## config.mk

```make
export PLATFORM = sky130hd
export DESIGN_NAME = controlador_estabelecidos
export DESIGN_NICKNAME = d
export VERILOG_FILES = /design/src/rtl/controlador_estabelecidos_pkg.sv /design/src/rtl/controlador_estabelecidos_arbitro.sv /design/src/rtl/controlador_estabelecidos.sv
export SDC_FILE = /design/constraint.sdc
export NUM_CORES = 1
export LEC_CHECK = 0
export BUFFER_PORTS_ARGS = -buffer_cell sky130_fd_sc_hd__buf_2
export CORE_MARGIN = 8
export CORE_UTILIZATION = 46
export DETAILED_ROUTE_END_ITERATION = 8
export PLACE_DENSITY = 0.77
export SETUP_SLACK_MARGIN = 0.15
export SYNTH_ARGS = -nofsm -noshare
export SYNTH_HDL_FRONTEND = slang
export SYNTH_SLANG_ARGS = --single-unit
```

## constraint.sdc

```tcl
create_clock -name clk -period 3 [get_ports clk]
set_input_delay 0.3 -clock clk [delete_from_list [all_inputs] [get_ports clk]]
set_output_delay 0.3 -clock clk [all_outputs]
set_load 0.02 [all_outputs]
```

## src/rtl/controlador_estabelecidos_pkg.sv

```systemverilog
// Shared definitions for the settled-node memory controller: FSM encoding and
// width derivations used by the top and the round-robin arbiter.
package controlador_estabelecidos_pkg;

    localparam logic [1:0] ENC_CLEAR = 2'd0;
    localparam logic [1:0] ENC_IDLE  = 2'd1;
    localparam logic [1:0] ENC_CHECK = 2'd2;

    typedef enum logic [1:0] {
        S_CLEAR = ENC_CLEAR,
        S_IDLE  = ENC_IDLE,
        S_CHECK = ENC_CHECK
    } estado_t;

    // Counters need one extra bit so a full memory (2**ADDR_WIDTH nodes) fits.
    function automatic int cnt_width(input int addr_width);
        return addr_width + 1;
    endfunction

    function automatic int idx_width(input int num_req);
        return (num_req > 1) ? $clog2(num_req) : 1;
    endfunction

endpackage

```

## src/rtl/controlador_estabelecidos_arbitro.sv

```systemverilog
// Combinational round-robin picker: first eligible requester at or after rr_ptr,
// wrapping around. The pointer itself is owned by the parent.
module arbitro_round_robin #(
    parameter int NUM_REQ = 4,
    parameter int IDX_W   = 2
) (
    input  logic [NUM_REQ-1:0] eligible,
    input  logic [IDX_W-1:0]   rr_ptr,
    output logic [NUM_REQ-1:0] grant,
    output logic [IDX_W-1:0]   winner,
    output logic               grant_valid
);

    int j;

    always_comb begin
        grant       = '0;
        winner      = '0;
        grant_valid = 1'b0;
        j           = 0;
        for (int k = 0; k < NUM_REQ; k++) begin
            // rr_ptr < NUM_REQ, so a single wrap is enough
            j = int'(rr_ptr) + k;
            if (j >= NUM_REQ) j = j - NUM_REQ;
            if (!grant_valid && eligible[j]) begin
                grant_valid = 1'b1;
                grant[j]    = 1'b1;
                winner      = IDX_W'(j);
            end
        end
    end

endmodule

```

## src/rtl/controlador_estabelecidos.sv

```systemverilog
// Write-port arbiter and sequencer for the settled-node memory; filters duplicate
// settles and counts nodes. Define CONTROLADOR_ESTAB_DUP_CNT_EN to build the dup counter.
module controlador_estabelecidos
    import controlador_estabelecidos_pkg::*;
#(
    parameter int ADDR_WIDTH = 8,
    parameter int NUM_REQ    = 4,
    parameter int CNT_WIDTH  = cnt_width(ADDR_WIDTH)
) (
    input  logic                          clk,
    input  logic                          rst,
    input  logic                          clear_in,
    input  logic [CNT_WIDTH-1:0]          num_nodes_in,
    input  logic [NUM_REQ-1:0]            req_in,
    input  logic [ADDR_WIDTH*NUM_REQ-1:0] addr_in,
    output logic [NUM_REQ-1:0]            ack_out,
    output logic                          dup_out,
    output logic                          busy_out,
    output logic                          mem_write_en_out,
    output logic [ADDR_WIDTH-1:0]         mem_write_addr_out,
    output logic                          mem_soft_reset_n_out,
    output logic [ADDR_WIDTH-1:0]         mem_read_addr_out,
    input  logic                          mem_read_data_in,
    output logic [CNT_WIDTH-1:0]          settled_count_out,
    output logic                          all_settled_out,
    output logic [CNT_WIDTH-1:0]          dup_count_out
);

    localparam int IDX_W = idx_width(NUM_REQ);

    estado_t               state;
    logic                  clear_pend;
    logic [IDX_W-1:0]      rr_ptr;
    logic [IDX_W-1:0]      lat_idx;
    logic [ADDR_WIDTH-1:0] lat_addr;
    logic [CNT_WIDTH-1:0]  settled_cnt;

    logic [NUM_REQ-1:0]    eligible;
    logic [NUM_REQ-1:0]    grant;
    logic [IDX_W-1:0]      winner_idx;
    logic                  grant_valid;
    logic [ADDR_WIDTH-1:0] sel_addr;

    // The requester acked this cycle still has req_in high; keep it out of the race.
    assign eligible = req_in & ~ack_out;

    arbitro_round_robin #(
        .NUM_REQ (NUM_REQ),
        .IDX_W   (IDX_W)
    ) u_arbitro (
        .eligible    (eligible),
        .rr_ptr      (rr_ptr),
        .grant       (grant),
        .winner      (winner_idx),
        .grant_valid (grant_valid)
    );

    always_comb begin
        sel_addr = '0;
        for (int i = 0; i < NUM_REQ; i++)
            if (grant[i]) sel_addr = addr_in[i*ADDR_WIDTH +: ADDR_WIDTH];
    end

    always_ff @(posedge clk) begin
        if (rst) begin
            state              <= S_CLEAR;
            clear_pend         <= 1'b0;
            rr_ptr             <= '0;
            lat_idx            <= '0;
            lat_addr           <= '0;
            ack_out            <= '0;
            dup_out            <= 1'b0;
            mem_write_en_out   <= 1'b0;
            mem_write_addr_out <= '0;
        end else begin
            ack_out          <= '0;
            dup_out          <= 1'b0;
            mem_write_en_out <= 1'b0;
            case (state)
                S_CLEAR: begin
                    clear_pend <= 1'b0;
                    state      <= S_IDLE;
                end
                S_IDLE: begin
                    if (clear_in || clear_pend) begin
                        state <= S_CLEAR;
                    end else if (grant_valid) begin
                        lat_idx  <= winner_idx;
                        lat_addr <= sel_addr;
                        state    <= S_CHECK;
                    end
                end
                S_CHECK: begin
                    // Finish this grant first; the clear runs from S_IDLE next.
                    if (clear_in) clear_pend <= 1'b1;
                    ack_out <= NUM_REQ'(1) << lat_idx;
                    dup_out <= mem_read_data_in;
                    if (!mem_read_data_in) begin
                        mem_write_en_out   <= 1'b1;
                        mem_write_addr_out <= lat_addr;
                    end
                    rr_ptr <= (lat_idx == IDX_W'(NUM_REQ-1)) ? '0 : lat_idx + IDX_W'(1);
                    state  <= S_IDLE;
                end
                default: state <= S_CLEAR;
            endcase
        end
    end

    // Counts follow the registered ack so they land with the memory write.
    always_ff @(posedge clk) begin
        if (rst || state == S_CLEAR)
            settled_cnt <= '0;
        else if (|ack_out && !dup_out && settled_cnt != {CNT_WIDTH{1'b1}})
            settled_cnt <= settled_cnt + CNT_WIDTH'(1);
    end

`ifdef CONTROLADOR_ESTAB_DUP_CNT_EN
    logic [CNT_WIDTH-1:0] dup_cnt;

    always_ff @(posedge clk) begin
        if (rst || state == S_CLEAR)
            dup_cnt <= '0;
        else if (|ack_out && dup_out && dup_cnt != {CNT_WIDTH{1'b1}})
            dup_cnt <= dup_cnt + CNT_WIDTH'(1);
    end

    assign dup_count_out = dup_cnt;
`else
    assign dup_count_out = '0;
`endif

    assign mem_read_addr_out    = lat_addr;
    assign mem_soft_reset_n_out = (state != S_CLEAR);
    assign busy_out             = (state != S_IDLE) || clear_pend;
    assign settled_count_out    = settled_cnt;
    assign all_settled_out      = (settled_cnt >= num_nodes_in);

endmodule

```

==> results.sh <==
export IMPL_dpl_instance_area_um2=3080
export IMPL_period_minus_slack_ns=2.68
export IMPL_criticalPathCategory="reg2reg"
export IMPL_outcome="completed"
export IMPL_final_layout_size_suffix_gt1_share_pct=32.6
export IMPL_finalInstanceArea_um2=3270
export IMPL_final_cell_mix="buf_2 (82), nor2_1 (42), dfxtp_1 (38), nand2_1 (29), ha_1 (19)"
export IMPL_finClkSkew_ns=0.0123
export IMPL_port_buffers=82
export IMPL_max_freq_ghz=0.373
export IMPL_first_iter_violations=149
export IMPL_swShare_pct=30.0
export IMPL_dieArea_um2=8490
export IMPL_synth_top_cell_area_share_pct=28.5
export IMPL_drt_met1_wl_mm=3.30
export IMPL_ios=92
export IMPL_cap_violations=0
export IMPL_vias=2616
export IMPL_ir_drop_uv=216
export IMPL_fin_nets=473
export IMPL_power_density_nw_per_um2=348
export IMPL_slew_viol_final=0
export IMPL_drc=0
export IMPL_grt_pass1_wl_mm=12.4
export IMPL_cts_buffers=5
export IMPL_antenna_found_initial=0
export IMPL_fillers=514
export IMPL_synth_area_per_cell_um2=8.25
export IMPL_top_layer="met4"
export IMPL_path_clk_slew_ns=0.08
export IMPL_wire_per_inst_um=15.8
export IMPL_synth_edff_count=0
export IMPL_power_mw=1.14
export IMPL_clkPwrFrac_pct=32.3
export IMPL_placed_cells=467
export IMPL_max_slew_worst_pin_slew_ns=0.963
export IMPL_yosysSeqAreaShare_pct=28.5
export IMPL_yosys_area_top_type="dfxtp_1"
export IMPL_p_switching_mw=0.342
export IMPL_ys_ff_latch=38
export IMPL_synth_area_top_cells="dfxtp_1 (29%), ha_1 (9.4%), nor2_1 (5.9%)"
export IMPL_p_leak_nw=1.44
export IMPL_grt_overflow_total=0
export IMPL_initial_core_util_pct=48.1
export IMPL_hold_violations=0
export IMPL_yosysUniqueCellTypes=63
export IMPL_cp_start_kind="flop"
export IMPL_htree_levels=2
export IMPL_core_um2=5540
export IMPL_seq_power_share_pct=46.4
export IMPL_synth_flop_cell="dfxtp_1"
export IMPL_mostFrequentLayoutCell="buf_2"
export IMPL_crit_path_end_kind="flop"
export IMPL_die_y_um=92.1
export IMPL_via_per_inst=5.48
export IMPL_grt_max_degree=28
export IMPL_drt_total_wl_mm=7.54
export IMPL_cts_tree="yes"
export IMPL_dr_wl_met2_mm=3.54
export IMPL_combPwrFrac_pct=21.4
export IMPL_relSlewSlack_pct=35.8
export IMPL_cp_max_fo=10
export IMPL_grt_pass1_vias=2572
export IMPL_clockBufferDepth=2
export IMPL_cts_root_buffer="clkbuf_8"
export IMPL_finalSetupViolCount=0
export IMPL_finalNonFillerCells=477
export IMPL_wl_met3_um=614
export IMPL_diodes=0
export IMPL_dieWidth_um=92.1
export IMPL_cts_sinks=38
export IMPL_layout_area_overhead_vs_synth_pct=22.9
export IMPL_rsz0062_at_grt="no"
export IMPL_fin_setup_tns_ns=0
export IMPL_hpwl_mm=5.83
export IMPL_grt_total_usage_pct=17.3
export IMPL_firstDrtPassIters=4
export IMPL_crit_arrival_ns=2.85
export IMPL_gp_congestion=0.940
export IMPL_finalCritPeriodShare_pct=89.3
export IMPL_async_reset_ff_share_pct=0
export IMPL_yosys_warnings=0
export IMPL_cp_required_ns=3.17
export IMPL_worst_skew_pair_late_latency_ns=0.29
export IMPL_holdCritPathClass="in2reg"
export IMPL_syn_inst=323
export IMPL_fp_row_count=27
export IMPL_netlist_area_um2=2670
export IMPL_ant_nets=0
export IMPL_p_int_mw=0.797
export IMPL_ctsHoldBuffers=0
-- stage by stage --
stage | utilization [%] | hold WS, ns | worst slack, ns
after floorplan | - | 0.443 | 0.159
after global placement | 55.6 | 0.463 | 0.129
after detailed placement | 55.6 | 0.467 | 0.0789
after CTS | 57.3 | 0.271 | 0.172
after global routing | 59.1 | 0.283 | 0.193
final | 59.1 | 0.276 | 0.321
-- worst paths after layout --
kind / slack, ns / cells after the start / from / to
worst max register to register: 0.32 / 10 / rr_ptr[1] / mem_read_addr_out[5]
worst min register to register: 0.48 / 2 / mem_read_addr_out[7] / mem_write_addr_out[7]
worst min-delay path: 0.28 / 3 / addr_in[13] / mem_read_addr_out[5]
worst max-delay path: 0.32 / 10 / rr_ptr[1] / mem_read_addr_out[5]
-- layout make-up --
type | instances | area, um^2 | share of cell area [%]
multi-input cells | 257 | 1800 | 54.9
flip-flops and latches | 38 | 761 | 23.2
repair buffers | 89 | 479 | 14.6
well taps | 72 | 90.1 | 2.75
clock buffers | 6 | 82.6 | 2.52
inverters | 13 | 51.3 | 1.57
clock inverters | 2 | 12.5 | 0.382
-- registers in the layout (all words and copies together) (netlist names) --
register / flops
settled_count_out: 9
mem_read_addr_out: 8
mem_write_addr_out: 8
ack_out: 4
lat_idx: 2
rr_ptr: 2
state: 2
clear_pend: 1
dup_out: 1
mem_write_en_out: 1
-- routing by layer --
| layer | vias to the layer above | track usage (%) |
|---|---|---|
| met2 | 103 | 27.9 |
| met4 | 0 | 4.70 |
| met3 | 6 | 5.79 |
| met5 | - | 0 |
| met1 | 1200 | 21.3 |
| li1 | 1307 | - |
-- worst max-delay path, stage by stage, from the launching register on --
cell and delay, ns:
dfxtp_1 0.37, inv_4 0.07, ha_2 0.42, nand2_1 0.08
or4_4 0.43, a31oi_2 0.30, a221o_1 0.26, a211oi_4 0.07
buf_12 0.15, nor4b_1 0.33, a311oi_1 0.08
-- Yosys cell counts (all sizes together), types with 3 or more instances --
master   instances
nor2            42
dfxtp           38
nand2           30
ha              20
o21ai           19
nand3           18
a21oi           17
buf             15
inv             13
nor4b           10
a311oi           9
clkbuf           8
o31ai            8
nand2b           6
nor2b            6
and2             5
nand4            5
xor2             5
nor3             4
a2111oi          3
a211oi           3
and3             3
mux2i            3
nor4             3
or2              3
-- power by group through the flow --
stage / combinational [mW] / clock (mW) / sequential, mW
floorplan: 0.155 / 0 / 0.548
global placement: 0.224 / 0 / 0.540
detailed placement: 0.226 / 0 / 0.539
CTS: 0.227 / 0.375 / 0.528
global route: 0.269 / 0.395 / 0.530
finish: 0.243 / 0.367 / 0.528
-- cells by family (layout without fill, tap and decap cells) --
logic type | after synthesis | count (layout) | synth area share [%]
AND/OR/NAND/NOR | 147 | 147 | 29.1
adder cells (fa/ha/maj) | 20 | 20 | 9.39
XOR/XNOR | 7 | 7 | 2.30
AO/OA/AOI/OAI | 70 | 70 | 20.9
buffers and inverters | 36 | 110 | 7.65
multiplexers | 4 | 4 | 1.97
flip-flops | 38 | 38 | 28.5
other | 1 | 9 | 0.141
-- what timing repair did --
action,CTS,global route
pin swaps,0,1
setup buffers,0,2
endpoints found under the hold margin,0,0
resized for setup,1,15
endpoints found under the setup margin,8,8
No activity file was read; power rests on OpenSTA's default activity.
